## src/rtl/sys1_input_pkg.sv

```systemverilog
// Shared constants and types for the SEGA System 1 input conditioning stage.
// Joystick bit map, sysmode layout bits, layout and coin-FSM enums.
package sys1_input_pkg;

  localparam int JB_RIGHT  = 0;
  localparam int JB_LEFT   = 1;
  localparam int JB_DOWN   = 2;
  localparam int JB_UP     = 3;
  localparam int JB_TRIG1  = 4;
  localparam int JB_TRIG2  = 5;
  localparam int JB_TRIG3  = 6;
  localparam int JB_START1 = 9;
  localparam int JB_START2 = 10;
  localparam int JB_COIN   = 11;
  localparam int JB_PAUSE  = 12;

  localparam int SM_WMATCH  = 3;
  localparam int SM_SPINNER = 5;

  typedef enum logic [1:0] {
    LAYOUT_NORMAL,
    LAYOUT_WMATCH,
    LAYOUT_SPINNER
  } sys1_layout_e;

  typedef enum logic [1:0] {
    COIN_IDLE,
    COIN_ACTIVE,
    COIN_HOLD
  } coin_st_e;

  // Spinner wins over Water Match, which wins over the normal layout.
  function automatic sys1_layout_e layout_of(input logic wmatch, input logic spinner);
    if (spinner)     return LAYOUT_SPINNER;
    else if (wmatch) return LAYOUT_WMATCH;
    else             return LAYOUT_NORMAL;
  endfunction

endpackage

```

## src/rtl/sys1_input_ctrl_if.sv

```systemverilog
// Core-facing bundle: active-low INP0/1/2 ports, pause request and video dim flag.
interface sys1_input_ctrl_if;
  logic [7:0] inp0;
  logic [7:0] inp1;
  logic [7:0] inp2;
  logic       pause;
  logic       dim;

  modport master (output inp0, inp1, inp2, pause, dim);
  modport slave  (input  inp0, inp1, inp2, pause, dim);
endinterface

```

## src/rtl/sys1_coin_shaper.sv

```systemverilog
// Turns a (synchronised) coin switch into a pulse lasting COIN_FRAMES vs rising
// edges; the switch must be released before another pulse can start.
module sys1_coin_shaper
  import sys1_input_pkg::*;
#(
  parameter int COIN_FRAMES = 3
) (
  input  logic clk_sys,
  input  logic reset_n,
  input  logic coin_in,
  input  logic vs_in,
  output logic coin_out
);

  localparam int CW = (COIN_FRAMES > 1) ? $clog2(COIN_FRAMES) : 1;
  localparam logic [CW-1:0] LAST = CW'(COIN_FRAMES - 1);

  coin_st_e      state_q, state_d;
  logic [CW-1:0] cnt_q, cnt_d;
  logic          coin_d, vs_d;
  logic          coin_rise, vs_rise;

  assign coin_rise = coin_in & ~coin_d;
  assign vs_rise   = vs_in & ~vs_d;

  // NOTE: sequential state uses non-blocking assignments so every flop samples
  // pre-edge values regardless of process ordering.
  always_ff @(posedge clk_sys or negedge reset_n) begin
    if (!reset_n) begin
      state_q <= COIN_IDLE;
      cnt_q   <= '0;
      coin_d  <= 1'b0;
      vs_d    <= 1'b0;
    end else begin
      state_q <= state_d;
      cnt_q   <= cnt_d;
      coin_d  <= coin_in;
      vs_d    <= vs_in;
    end
  end

  // NOTE: every variable gets a default before the case so no latch is inferred.
  always_comb begin
    state_d  = state_q;
    cnt_d    = cnt_q;
    coin_out = 1'b0;
    unique case (state_q)
      COIN_IDLE: begin
        // A vs edge coinciding with the press is deliberately ignored here.
        if (coin_rise) begin
          state_d = COIN_ACTIVE;
          cnt_d   = '0;
        end
      end
      COIN_ACTIVE: begin
        coin_out = 1'b1;
        if (vs_rise) begin
          if (cnt_q == LAST) state_d = COIN_HOLD;
          else               cnt_d   = cnt_q + 1'b1;
        end
      end
      COIN_HOLD: begin
        if (!coin_in) state_d = COIN_IDLE;
      end
      default: state_d = COIN_IDLE;
    endcase
  end

endmodule

```

## src/rtl/sys1_input_ctrl.sv

```systemverilog
// SEGA System 1 input conditioning: control layout mux, coin shaping, pause and
// video dim. The dim timer is built only when SYS1_PAUSE_DIM_EN is defined.
module sys1_input_ctrl
  import sys1_input_pkg::*;
#(
  parameter int          COIN_FRAMES = 3,
  parameter logic [31:0] DIM_CYCLES  = 32'h1C9C3800
) (
  input  logic        clk_sys,
  input  logic        reset_n,
  input  logic [7:0]  sysmode,
  input  logic [15:0] joy,
  input  logic [15:0] joy1,
  input  logic [15:0] joy2,
  input  logic [7:0]  spin,
  input  logic [2:0]  mouse_btn,
  input  logic        vs,
  input  logic        hs_access,
  input  logic        osd_open,
  input  logic        pause_osd_en,
  sys1_input_ctrl_if.master core
);

  logic [15:0] joy_s1, joy_s2, joy1_s1, joy1_s2, joy2_s1, joy2_s2;
  logic [2:0]  mouse_s1, mouse_s2;
  logic        vs_s1, vs_s2, osd_s1, osd_s2;

  always_ff @(posedge clk_sys or negedge reset_n) begin
    if (!reset_n) begin
      joy_s1   <= '0;  joy_s2   <= '0;
      joy1_s1  <= '0;  joy1_s2  <= '0;
      joy2_s1  <= '0;  joy2_s2  <= '0;
      mouse_s1 <= '0;  mouse_s2 <= '0;
      vs_s1    <= 1'b0; vs_s2   <= 1'b0;
      osd_s1   <= 1'b0; osd_s2  <= 1'b0;
    end else begin
      joy_s1   <= joy;       joy_s2   <= joy_s1;
      joy1_s1  <= joy1;      joy1_s2  <= joy1_s1;
      joy2_s1  <= joy2;      joy2_s2  <= joy2_s1;
      mouse_s1 <= mouse_btn; mouse_s2 <= mouse_s1;
      vs_s1    <= vs;        vs_s2    <= vs_s1;
      osd_s1   <= osd_open;  osd_s2   <= osd_s1;
    end
  end

  logic coin;

  sys1_coin_shaper #(.COIN_FRAMES(COIN_FRAMES)) u_coin (
    .clk_sys  (clk_sys),
    .reset_n  (reset_n),
    .coin_in  (joy_s2[JB_COIN]),
    .vs_in    (vs_s2),
    .coin_out (coin)
  );

  sys1_layout_e layout;
  logic [3:0]   stick_l, stick_r;
  logic         start1, start2, trig_spin;
  logic [7:0]   pad_d, inp2_d, pad_q, inp2_q;

  assign layout    = layout_of(sysmode[SM_WMATCH], sysmode[SM_SPINNER]);
  assign stick_l   = joy1_s2[3:0];
  assign stick_r   = joy1_s2[7:4] | joy2_s2[3:0];
  assign start1    = joy_s2[JB_START1];
  assign start2    = joy_s2[JB_START2];
  assign trig_spin = joy_s2[JB_TRIG1] | (|mouse_s2);

  // Stick nibbles use the joystick order {U,D,L,R}.
  always_comb begin
    pad_d  = 8'hFF;
    inp2_d = 8'hFF;
    unique case (layout)
      LAYOUT_SPINNER: begin
        pad_d  = ~spin;
        inp2_d = ~{trig_spin, trig_spin, start2, start1, 3'b000, coin};
      end
      LAYOUT_WMATCH: begin
        pad_d  = ~{stick_l[JB_LEFT], stick_l[JB_RIGHT], stick_l[JB_UP], stick_l[JB_DOWN],
                   stick_r[JB_LEFT], stick_r[JB_RIGHT], stick_r[JB_UP], stick_r[JB_DOWN]};
        inp2_d = ~{joy1_s2[8], joy1_s2[8], start2, start1, 3'b000, coin};
      end
      default: begin
        pad_d  = ~{joy_s2[JB_LEFT], joy_s2[JB_RIGHT], joy_s2[JB_UP], joy_s2[JB_DOWN], 1'b0,
                   joy_s2[JB_TRIG2], joy_s2[JB_TRIG1], joy_s2[JB_TRIG3]};
        inp2_d = ~{2'b00, start2, start1, 3'b000, coin};
      end
    endcase
  end

  logic pause_d, pause_toggle, pause_q;

  always_ff @(posedge clk_sys or negedge reset_n) begin
    if (!reset_n) begin
      pad_q        <= 8'hFF;
      inp2_q       <= 8'hFF;
      pause_d      <= 1'b0;
      pause_toggle <= 1'b0;
      pause_q      <= 1'b0;
    end else begin
      pad_q        <= pad_d;
      inp2_q       <= inp2_d;
      pause_d      <= joy_s2[JB_PAUSE];
      if (joy_s2[JB_PAUSE] && !pause_d) pause_toggle <= ~pause_toggle;
      pause_q      <= hs_access | pause_toggle | (osd_s2 & pause_osd_en);
    end
  end

  assign core.inp0  = pad_q;
  assign core.inp1  = pad_q;
  assign core.inp2  = inp2_q;
  assign core.pause = pause_q;

`ifdef SYS1_PAUSE_DIM_EN
  logic [31:0] timer_q;
  logic        toggle_d, dim_q;

  // The first toggled cycle only arms the timer, so dim rises DIM_CYCLES+2
  // cycles after the toggle and falls 2 cycles after it clears.
  always_ff @(posedge clk_sys or negedge reset_n) begin
    if (!reset_n) begin
      timer_q  <= '0;
      toggle_d <= 1'b0;
      dim_q    <= 1'b0;
    end else begin
      toggle_d <= pause_toggle;
      if (!pause_toggle)                          timer_q <= '0;
      else if (toggle_d && timer_q < DIM_CYCLES)  timer_q <= timer_q + 32'd1;
      dim_q    <= (timer_q >= DIM_CYCLES);
    end
  end

  assign core.dim = dim_q;
`else
  logic unused_dim;
  assign unused_dim = ^DIM_CYCLES;
  assign core.dim   = 1'b0;
`endif

  logic unused_bits;
  assign unused_bits = ^{joy_s2[15:13], joy_s2[8:7], joy1_s2[15:9], joy2_s2[15:4],
                         sysmode[7:6], sysmode[4], sysmode[2:0]};

endmodule
```

## src/flat_wrapper.sv

```systemverilog
// flat-port wrapper written by rule: the top's interface ports become plain ports
module sys1_input_ctrl_flat import sys1_input_pkg::*;
#(
  parameter int          COIN_FRAMES = 3,
  parameter logic [31:0] DIM_CYCLES  = 32'h1C9C3800
)
  (clk_sys, reset_n, sysmode, joy, joy1, joy2, spin, mouse_btn, vs, hs_access, osd_open, pause_osd_en, core_inp0, core_inp1, core_inp2, core_pause, core_dim);
  sys1_input_ctrl_if core_i ();
  input  logic clk_sys;
  input  logic reset_n;
  input  logic [7:0] sysmode;
  input  logic [15:0] joy;
  input  logic [15:0] joy1;
  input  logic [15:0] joy2;
  input  logic [7:0] spin;
  input  logic [2:0] mouse_btn;
  input  logic vs;
  input  logic hs_access;
  input  logic osd_open;
  input  logic pause_osd_en;
  output wire logic [$bits(core_i.inp0)-1:0] core_inp0;
  output wire logic [$bits(core_i.inp1)-1:0] core_inp1;
  output wire logic [$bits(core_i.inp2)-1:0] core_inp2;
  output wire logic [$bits(core_i.pause)-1:0] core_pause;
  output wire logic [$bits(core_i.dim)-1:0] core_dim;
  assign core_inp0 = core_i.inp0;
  assign core_inp1 = core_i.inp1;
  assign core_inp2 = core_i.inp2;
  assign core_pause = core_i.pause;
  assign core_dim = core_i.dim;
  sys1_input_ctrl #(.COIN_FRAMES(COIN_FRAMES), .DIM_CYCLES(DIM_CYCLES)) u_core (.clk_sys(clk_sys), .reset_n(reset_n), .sysmode(sysmode), .joy(joy), .joy1(joy1), .joy2(joy2), .spin(spin), .mouse_btn(mouse_btn), .vs(vs), .hs_access(hs_access), .osd_open(osd_open), .pause_osd_en(pause_osd_en), .core(core_i));
endmodule
```

## config.mk

```make
export PLATFORM = sky130hd
export DESIGN_NAME = sys1_input_ctrl_flat
export DESIGN_NICKNAME = d
export VERILOG_FILES = /design/src/rtl/sys1_input_pkg.sv /design/src/rtl/sys1_input_ctrl_if.sv /design/src/rtl/sys1_coin_shaper.sv /design/src/rtl/sys1_input_ctrl.sv /design/src/flat_wrapper.sv
export SDC_FILE = /design/constraint.sdc
export NUM_CORES = 1
export LEC_CHECK = 0
export BUFFER_PORTS_ARGS = -buffer_cell sky130_fd_sc_hd__buf_2
export CAP_MARGIN = 20
export CORE_ASPECT_RATIO = 1.2
export CORE_UTILIZATION = 51
export DETAILED_ROUTE_END_ITERATION = 12
export PLACE_DENSITY_LB_ADDON = 0.1
export RECOVER_POWER = 50
export REMOVE_ABC_BUFFERS = 1
export SLEW_MARGIN = 40
export SYNTH_ARGS = -nofsm -noshare
export SYNTH_HDL_FRONTEND = slang
export SYNTH_HIERARCHICAL = 1
export SYNTH_SLANG_ARGS = --single-unit
```

## constraint.sdc

```tcl
create_clock -name clk_sys -period 3.13 [get_ports clk_sys]
set_input_delay 0.1565 -clock clk_sys [delete_from_list [all_inputs] [get_ports clk_sys]]
set_output_delay 0.1565 -clock clk_sys [all_outputs]
set_load 0.05 [all_outputs]
```

==> results.txt, run 1 <==
syn avg cell area = 17.0 um2
Placement Rows = 27
port buffer count = 64
Yosys reg bits = 79
R2R setup slack = 1750 ps
WP data required = 3240 ps
worst vdd ir = 0.471 mV
Max Slew Vio Count = 80
Largest delay share family, worst path = buffers and inverters
DIE WIDTH = 66.2 um
met3 WL post-DR = 165 um
highest metal used = met4
post-layout util = 71.3%
synth top area cells = dfrtp_1 67%, dfstp_2 13%, buf_4 3.9%
largest net degree at the start of global routing = 80
P_leak = 1.59 nW
Power Dens Cells = 679 nW/um2
post-synthesis sequential area ratio = 79.0%
status = finished with violations
CTS tree = yes
RSZ-0062 raised after global routing = false
Residual DRC = 0
GP Congestion = 0.638
max_cap viols = 1
Slew @ Worst Pin = 1780 ps
Via density = 4.60
metal2 WL = 2.02 mm
Critical Path Start Type = input port
DRT iter0 DRCs = 43
Buf+Inv Stages, Crit Path = 2
routed wire length = 3.79 mm
final count of negative-setup-slack endpoints = 0
most common cell after layout, fill and taps aside = dfrtp_1
Final Skew = 5.62 ps
Sink Count = 79
Post-CTS Resized = 0
Initial Util = 54.1%
Slew HR = -18.6%
worst r2r path cells = 2
hold path cells = 2
Sum Neg Setup Slack = 0 ps
Worst setup EP type = asynchronous set/reset pin
CTS Buf Count = 9
Synth area leader = dfrtp_1
Vias = 1411
Mapped Cells = 148
Area growth syn-to-layout = 31.8%
wire length on met1 = 1.51 mm
die area = 5230 um2
core area = 4660 um2
die height = 79 um
root buffer cell = clkbuf_8
Min-Delay Path Class = input port to register
H-Tree Depth = 3
Hold Buf Count CTS = 35
WL/cell = 12.4 um
count of cell types in the netlist = 29
failing checks = max-capacitance violations, max-slew violations
first-pass GRT wire length = 6.11 mm
worst skew pair latency = 330 ps
number of setup buffers added after CTS = 0
synth warn = 6
area share of the largest cell type after synthesis = 66.5%
Critical Path AT = 1990 ps
initial antenna violation count = 0
critical path's slowest cell = clkbuf_2
global-route usage over all layers = 17.0%
Final min period = 1890 ps
number of global-route vias before repair = 1434
WHS = 30.1 ps
final worst-path cycle share = 60.4%
DP HPWL = 2.43 mm
clk slew on worst S/H paths = 70 ps
final-stage net count = 318
Cell Chain, Critical Path = dlygate4sd3_1 -> clkbuf_2
Critical Path Stages = 2
crit path kind = input port to asynchronous set/reset pin
crit path max fanout = 79
Post-Syn Area = 2520 um2
GRT Residual Overflow = 0
max incr delay on CP = 1290 ps
commonest cells after routing, fill and taps aside = 67 x dfrtp_1, 61 x buf_2, 35 x dlygate4sd3_1
n_diodes = 0
DR pass1 iterations = 4
Routed Antenna Nets = 0
share of cells above drive strength 1 = 36.5%
max frequency = 0.529 GHz
I/O pins = 99
CTS Buffer Depth = 2
fillers = 318
final hold violations = 0
## synth_stat cells, drive strengths merged
master	count
or2b	1
nor2	4
nand3b	1
dfrtp	67
and3	2
o41a	1
o21ai	1
a211o	3
nand2	6
nor4b	2
o41ai	1
o21a	2
buf	16
mux2	4
mux2i	4
nand4bb	1
conb	2
inv	6
xnor2	1
o31a	3
a21oi	1
ha	1
dfstp	12
nand2b	1
nor3b	4
o22ai	1
## state kept, by name, summed over array words and instances, names as in the netlist, 2 cells and up
signal                 count
u_core/joy2_s2             4
u_core/core.inp0           8
u_core/joy2_s1             4
u_core/joy1_s2             9
u_core/core.inp2           4
u_core/u_coin/cnt_q        2
u_core/joy1_s1             9
u_core/mouse_s2            3
u_core/u_coin/state_q      2
u_core/joy_s1             11
u_core/mouse_s1            3
u_core/joy_s2             11
## metal layers
layer  GRT usage (%)  vias to the layer above
met5               0                        -
met4            12.1                        0
met3            3.88                        7
met2            29.1                       50
met1            17.9                      693
li1                -                      661
## report_power, final
part	internal (mW)	switching, mW	leakage (nW)	total [mW]
Clock	0.431	0.319	0.109	0.750
Combinational	0.126	0.209	0.572	0.335
Sequential	1.12	0.0503	0.909	1.17
## worst paths after layout
check	from	end
max reg2reg	u_core/u_coin/state_q[0]	u_core/u_coin/cnt_q[1]
min in group asynchronous	reset_n	u_core/joy2_s2[3]
min	pause_osd_en	u_core/core.pause
min reg2reg	u_core/mouse_s1[2]	u_core/mouse_s2[2]
max in group clk_sys	u_core/u_coin/state_q[0]	u_core/u_coin/cnt_q[1]
max	reset_n	u_core/mouse_s1[1]
## kinds of logic (layout without fill, tap and decap cells)
logic type | Yosys count | after routing | synth area share, %
AO/OA/AOI/OAI | 13 | 13 | 4.12
XOR/XNOR | 1 | 1 | 0.348
adder cells (fa/ha/maj) | 1 | 1 | 0.496
buffers and inverters | 22 | 121 | 5.86
flip-flops | 79 | 79 | 79.0
multiplexers | 8 | 8 | 3.97
other | 2 | 4 | 0.298
AND/OR/NAND/NOR | 22 | 22 | 5.86
## final cells by class
class	instances	area (um2)	area share, %
Sequential cell	79	1990	60.0
Inverter	6	22.5	0.678
Timing Repair Buffer	99	668	20.1
Tap cell	58	72.6	2.18
Clock inverter	3	40.0	1.21
Multi-Input combinational cell	49	358	10.8
Clock buffer	13	169	5.08
## per-stage QoR
stage               setup slack (ps)  power, mW  cell area, um2  std cells
finish                          1240       2.25            3320        307
global route                     862       2.36            3320        307
CTS                             1750       2.29            3360        307
detailed placement              1770       1.50            2800        256
global placement                1810       1.48            2800        256
floorplan                       1870       1.39            2400        134
Note: power is estimated with default switching activity, not from simulation.
==> run 2, diff against run 1 <==
- CORE_UTILIZATION: 51 -> 43
- clock period: 3.13 -> 1.7 ns (I/O delays scaled with it)
==> results.txt, run 2 (same netlist as run 1, synthesis figures left out) <==
share of cells above drive strength 1 = 40.0% (+3.5 points)
Final min period = 1390 ps
Worst setup EP type = register
Slew @ Worst Pin = 801 ps (-977 ps)
n_diodes = 0 (unchanged)
DIE WIDTH = 71.9 um (+8.6%)
final-stage net count = 324 (+1.9%)
post-route cell area = 3450 um2 (+3.9%)
crit path kind = register to register
max frequency = 0.720 GHz
Buf+Inv Stages, Crit Path = 1 (-1)
Placement Rows = 30 (+11%)
most common cell after layout, fill and taps aside = dfrtp_1
Routed Antenna Nets = 0 (unchanged)
final worst-path cycle share = 81.7%
CTS Buf Count = 9 (unchanged)
DR pass1 iterations = 4 (unchanged)
root buffer cell = clkbuf_8
H-Tree Depth = 3 (unchanged)
Via density = 4.38 (-4.7%)
Final Skew = 6.75 ps (+1.13 ps)
clk slew on worst S/H paths = 80 ps (about the same)
Largest delay share family, worst path = buffers and inverters
first-pass GRT wire length = 6.72 mm (+10%)
crit path max fanout = 2 (-97%)
Critical Path Start Type = register
Vias = 1467 (+4.0%)
global-route usage over all layers = 15.1% (-1.9 points)
Cell Chain, Critical Path = a211o_1 -> dlygate4sd3_1
Largest regs = u_core/joy_s1 (11), u_core/joy_s2 (11)
RSZ-0062 raised after global routing = false
status = completed
Power Dens Cells = 1210 nW/um2 (+78%)
metal2 WL = 2.25 mm (+11%)
I/O pins = 99 (unchanged)
WL/cell = 12.0 um (-2.9%)
max incr delay on CP = 570 ps (-720 ps)
DP HPWL = 2.51 mm (+3.3%)
number of global-route vias before repair = 1561 (+8.9%)
routed wire length = 4.02 mm (+5.9%)
GRT Residual Overflow = 0 (unchanged)
Min-Delay Path Class = input port to register
Max Slew Vio Count = 0 (-100%)
met3 WL post-DR = 177 um (+7.3%)
core area = 5670 um2 (+22%)
Residual DRC = 0 (unchanged)
Sink Count = 79 (unchanged)
CTS Buffer Depth = 2 (unchanged)
Slew HR = 46.6% (+65 points)
Sum Neg Setup Slack = 0 ps (unchanged)
largest net degree at the start of global routing = 48 (-40%)
DRT iter0 DRCs = 42 (-2.3%)
critical path's slowest cell = dlygate4sd3_1
highest metal used = met4
worst vdd ir = 0.853 mV (+81%)
CTS tree = yes
final hold violations = 0 (unchanged)
Post-CTS Resized = 0 (unchanged)
wire length on met1 = 1.48 mm (-1.5%)
WP data required = 1920 ps (-1320 ps)
max_cap viols = 0 (-1)
final count of negative-setup-slack endpoints = 0 (unchanged)
commonest cells after routing, fill and taps aside = 67 x dfrtp_1, 63 x buf_2, 40 x dlygate4sd3_1
area after detailed placement = 2850 um2 (+1.6%)
port buffer count = 64 (unchanged)
number of setup buffers added after CTS = 0 (unchanged)
GP Congestion = 0.621 (-2.7%)
die area = 6170 um2 (+18%)
Area growth syn-to-layout = 36.9%
die height = 85.9 um (+8.7%)
worst skew pair latency = 330 ps (about the same)
initial antenna violation count = 0 (unchanged)
P_leak = 1.64 nW (+3.3%)
Hold Buf Count CTS = 40 (+14%)
Initial Util = 44.5% (-9.6 points)
Critical Path AT = 1600 ps (-390 ps)
[run 2: report_power, final]
part	total, mW	switching [mW]	internal (mW)
Clock	1.36	0.634	0.725
Combinational	0.651	0.394	0.257
Sequential	2.15	0.0920	2.06
[run 2: layout make-up]
type | count | area [um2]
clock buffer | 10 | 138
clock inverter | 6 | 70.1
fill | 463 | 2220
inverter | 6 | 22.5
multi-input combinational | 49 | 388
sequential | 79 | 1990
tap | 80 | 100
timing repair buffer | 105 | 741
[run 2: metrics by stage]
| stage | std cells | total power, mW | setup WS, ps | hold WS (ps) | util (%) |
|---|---|---|---|---|---|
| final | 335 | 4.16 | 311 | 120 | 60.9 |
| after global routing | 335 | 4.37 | 250 | 120 | 60.9 |
| after detailed placement | 279 | 2.77 | 334 | 52.1 | 50.2 |
| after CTS | 335 | 4.22 | 322 | 111 | 60.9 |
| after global placement | 279 | 2.73 | 381 | 42.7 | 50.2 |
| after floorplan | 134 | 2.56 | 438 | -211 | - |
[run 2: worst paths after layout]
path / endpoint / cells past startpoint / slack [ps] / start
setup / recovery: u_core/core.pause / 2 / 310 / u_core/pause_toggle
hold / removal: u_core/core.inp0[6] / 2 / 120 / sysmode[5]
setup reg to reg: u_core/core.pause / 2 / 310 / u_core/pause_toggle
hold reg to reg: u_core/joy1_s2[5] / 0 / 350 / u_core/joy1_s1[5]
max in group asynchronous: u_core/core.inp0[3] / 3 / 560 / reset_n
min in group asynchronous: u_core/joy_s2[2] / 2 / 370 / reset_n
[run 2: layer usage]
metal / global-route usage [%] / vias up
li1: - / 675
met1: 15.5 / 735
met2: 26.5 / 48
met3: 4.23 / 9
met4: 10.2 / 0
met5: 0 / -
[run 2: worst register-to-register path: stages, from the launching register on]
cell and delay [ps]:
dfrtp_1 400, a211o_1 300, dlygate4sd3_1 570
==> run 3, diff against run 2 <==
- ABC_AREA: unset -> 1
- CORE_UTILIZATION: 43 -> 47
- clock period: 1.7 -> 1.3 ns (I/O delays scaled with it)
==> results.txt, run 3 <==
status = completed
Synth Area in Simple Gates = 11.9% (+6.0 points)
fillers = 375 (-19%)
CTS Buffer Depth = 2 (unchanged)
Synth Area in Adders = 0.492% (-0.0044 points)
FF-to-FF Start = u_core/pause_toggle
GP Congestion = 0.748 (+20%)
Async SR Flop Fraction = 100% (unchanged)
final worst-path cycle share = 92.9% (+11 points)
Critical Path AT = 1420 ps (-180 ps)
Mapped Cells = 190 (+28%)
area share of the largest cell type after synthesis = 65.9% (-0.59 points)
first-pass GRT wire length = 6.78 mm (+0.82%)
n_diodes = 0 (unchanged)
max frequency = 0.828 GHz (+15%)
WL/cell = 11.2 um (-6.7%)
post-layout util = 69.6% (+8.7 points)
routed wire length = 4.06 mm (+1.0%)
Placement Rows = 28 (-6.7%)
RSZ-0062 raised after global routing = false
largest net degree at the start of global routing = 33 (-31%)
H-Tree Depth = 3 (unchanged)
DRT iter0 DRCs = 30 (-29%)
global-route usage over all layers = 16.1% (+1.0 points)
Slew @ Worst Pin = 569 ps (-232 ps)
DIE WIDTH = 69.1 um (-3.8%)
crit path kind = register to register
syn avg cell area = 13.4 um2 (-21%)
Residual DRC = 0 (unchanged)
final std cells w/o fill = 363 (+8.4%)
max incr delay on CP = 550 ps (-20 ps)
Worst setup EP type = register
final hold violations = 0 (unchanged)
initial antenna violation count = 0 (unchanged)
worst vdd ir = 1.16 mV (+36%)
Post-synth top cells = 67 x dfrtp_1, 27 x nand2_1, 23 x inv_1, 13 x buf_4, 12 x dfstp_2
worst skew pair latency = 330 ps (about the same)
Power Dens Cells = 1700 nW/um2 (+41%)
Routed Antenna Nets = 0 (unchanged)
Cell Chain, Critical Path = nor2_1 -> nand2_1 -> dlygate4sd3_1
largest family of logic cells by synthesized area = simple AND/OR/NAND/NOR gates
Largest regs = u_core/joy_s1 (11), u_core/joy_s2 (11)
die area = 5710 um2 (-7.5%)
post-synthesis sequential area ratio = 78.3% (-0.70 points)
Comb pwr share = 17.4% (+1.8 points)
crit path from = u_core/pause_toggle
clk slew on worst S/H paths = 70 ps (about the same)
Synth Area in XOR/XNOR = 0.344% (-0.0031 points)
count of cell types in the netlist = 20 (-31%)
Sequential Power Share = 46.8% (-4.9 points)
DR pass1 iterations = 4 (unchanged)
DP HPWL = 2.52 mm (+0.58%)
Max Slew Vio Count = 0 (unchanged)
Worst setup endpoint = u_core/core.pause
GRT Residual Overflow = 0 (unchanged)
Sink Count = 79 (unchanged)
WHS = 43.8 ps (-75.8 ps)
core area = 5080 um2 (-10%)
synth warn = 6 (unchanged)
Critical Path Stages = 3 (+1)
Sum Neg Setup Slack = 0 ps (unchanged)
Main synth FF type = dfrtp_1
Area growth syn-to-layout = 39.1%
max_cap viols = 0 (unchanged)
Initial Util = 50.0% (+5.6 points)
die height = 82.6 um (-3.8%)
number of global-route vias before repair = 1578 (+1.1%)
Post-Syn Area = 2540 um2 (+0.89%)
Placement Setup Slack = 47.8 ps (-286 ps)
crit path max fanout = 2 (unchanged)
final worst slack = 91.8 ps (-219 ps)
port buffer count = 64 (unchanged)
final-stage net count = 372 (+15%)
critical path's slowest cell = dlygate4sd3_1
switching portion of total power = 27.0% (+0.051 points)
Vias = 1563 (+6.5%)
most common cell after layout, fill and taps aside = dfrtp_1
Largest delay share family, worst path = buffers and inverters
Min-Delay Path Class = input port to register
share of cells above drive strength 1 = 34.3% (-5.7 points)
R2R setup slack = 90 ps (-220 ps)
Slew HR = 62.1% (+15 points)
final count of negative-setup-slack endpoints = 0 (unchanged)
mux cell area share after synthesis = 0% (-4.0 points)
total power = 6.03 mW (+45%)
Yosys reg bits = 79 (unchanged)
commonest cells after routing, fill and taps aside = 67 x dfrtp_1, 62 x buf_2, 41 x dlygate4sd3_1
area after detailed placement = 2890 um2 (+1.4%)
Buf+Inv Stages, Crit Path = 1 (unchanged)
placed cells = 306 (+9.7%)
synth top area cells = dfrtp_1 66%, dfstp_2 12%, nand2_1 4.0%
P_leak = 1.77 nW (+7.5%)
Via density = 4.31 (-1.7%)
compound-cell area share of the yosys netlist = 0.984% (-3.1 points)
root buffer cell = clkbuf_8
top-count cell post-synth = dfrtp_1
worst r2r path cells = 3 (+1)
CTS Buf Count = 9 (unchanged)
R2R Path End = u_core/core.pause
Synth area leader = dfrtp_1
I/O pins = 99 (unchanged)
Final min period = 1210 ps (-181 ps)
Final Skew = 3.93 ps (-2.83 ps)
WP data required = 1520 ps (-400 ps)
CTS tree = yes
clock share of power = 35.8% (+3.1 points)
Pint = 4.40 mW (+45%)
post-route cell area = 3540 um2 (+2.5%)
Post-synth EDFFs = 0 (unchanged)
Critical Path Start Type = register
NetSw = 1.63 mW (+45%)
-- run 3: area by class of cell --
cell class / instances / area, um2 / share of cell area [%]
tap: 60 / 75.1 / 2.12
clock buffer: 10 / 138 / 3.89
inverter: 26 / 97.6 / 2.76
clock inverter: 6 / 108 / 3.04
sequential: 79 / 1990 / 56.3
multi-input combinational: 74 / 367 / 10.4
timing repair buffer: 108 / 761 / 21.5
-- run 3: how the worst min path moves through the flow --
stage                from             endpoint  slack (ps)  depth (start not counted)
2_1_floorplan     reset_n    u_core/core.pause        -230                          0
3_3_place_gp      reset_n    u_core/joy1_s2[2]         -30                          1
3_5_place_dp      reset_n    u_core/joy1_s2[2]         -20                          1
4_1_cts        sysmode[3]  u_core/core.inp0[3]          40                          4
5_1_grt        sysmode[3]  u_core/core.inp0[3]          60                          4
6_report       sysmode[3]  u_core/core.inp0[3]          40                          4
-- run 3: tightest hold or removal path, delay by kind of cell --
family / cells / cell delay, ps
AO/OA/AOI/OAI: 1 / 50
buffers and inverters: 1 / 100
AND/OR/NAND/NOR: 2 / 150
-- run 3: cell families (layout without fill, tap and decap cells) --
| kind of cell | count (synthesis) | count (layout) |
|---|---|---|
| simple gates | 63 | 63 |
| flops | 79 | 79 |
| fa+ha+maj | 1 | 1 |
| other cells | 2 | 4 |
| xor+xnor | 1 | 1 |
| compound gates | 5 | 5 |
| buf+inv | 39 | 150 |
-- run 3: layer usage --
metal / part of all wire (%) / vias up / wire length (um) / GRT usage, %
met5: 0 / - / 0 / 0
met4: 2.7 / 0 / 109 / 11.0
met3: 4.2 / 10 / 170 / 3.88
met2: 49 / 48 / 2000 / 26.5
met1: 44 / 738 / 1780 / 19.2
li1: - / 767 / - / -
-- run 3: power groups by stage --
stage / Sequential, mW / Combinational, mW / Clock, mW
detailed placement: 2.86 / 0.950 / 0
global placement: 2.86 / 0.933 / 0
finish: 2.82 / 1.05 / 2.16
global route: 2.85 / 1.16 / 2.28
floorplan: 3.13 / 0.409 / 0
CTS: 2.82 / 1.05 / 2.18
-- run 3: timing repair --
action	CTS	global route
endpoints found under the setup margin	0	2
setup buffers	0	0
hold buffers	41	0
resized for setup	0	1
hold endpoints to repair	109	0
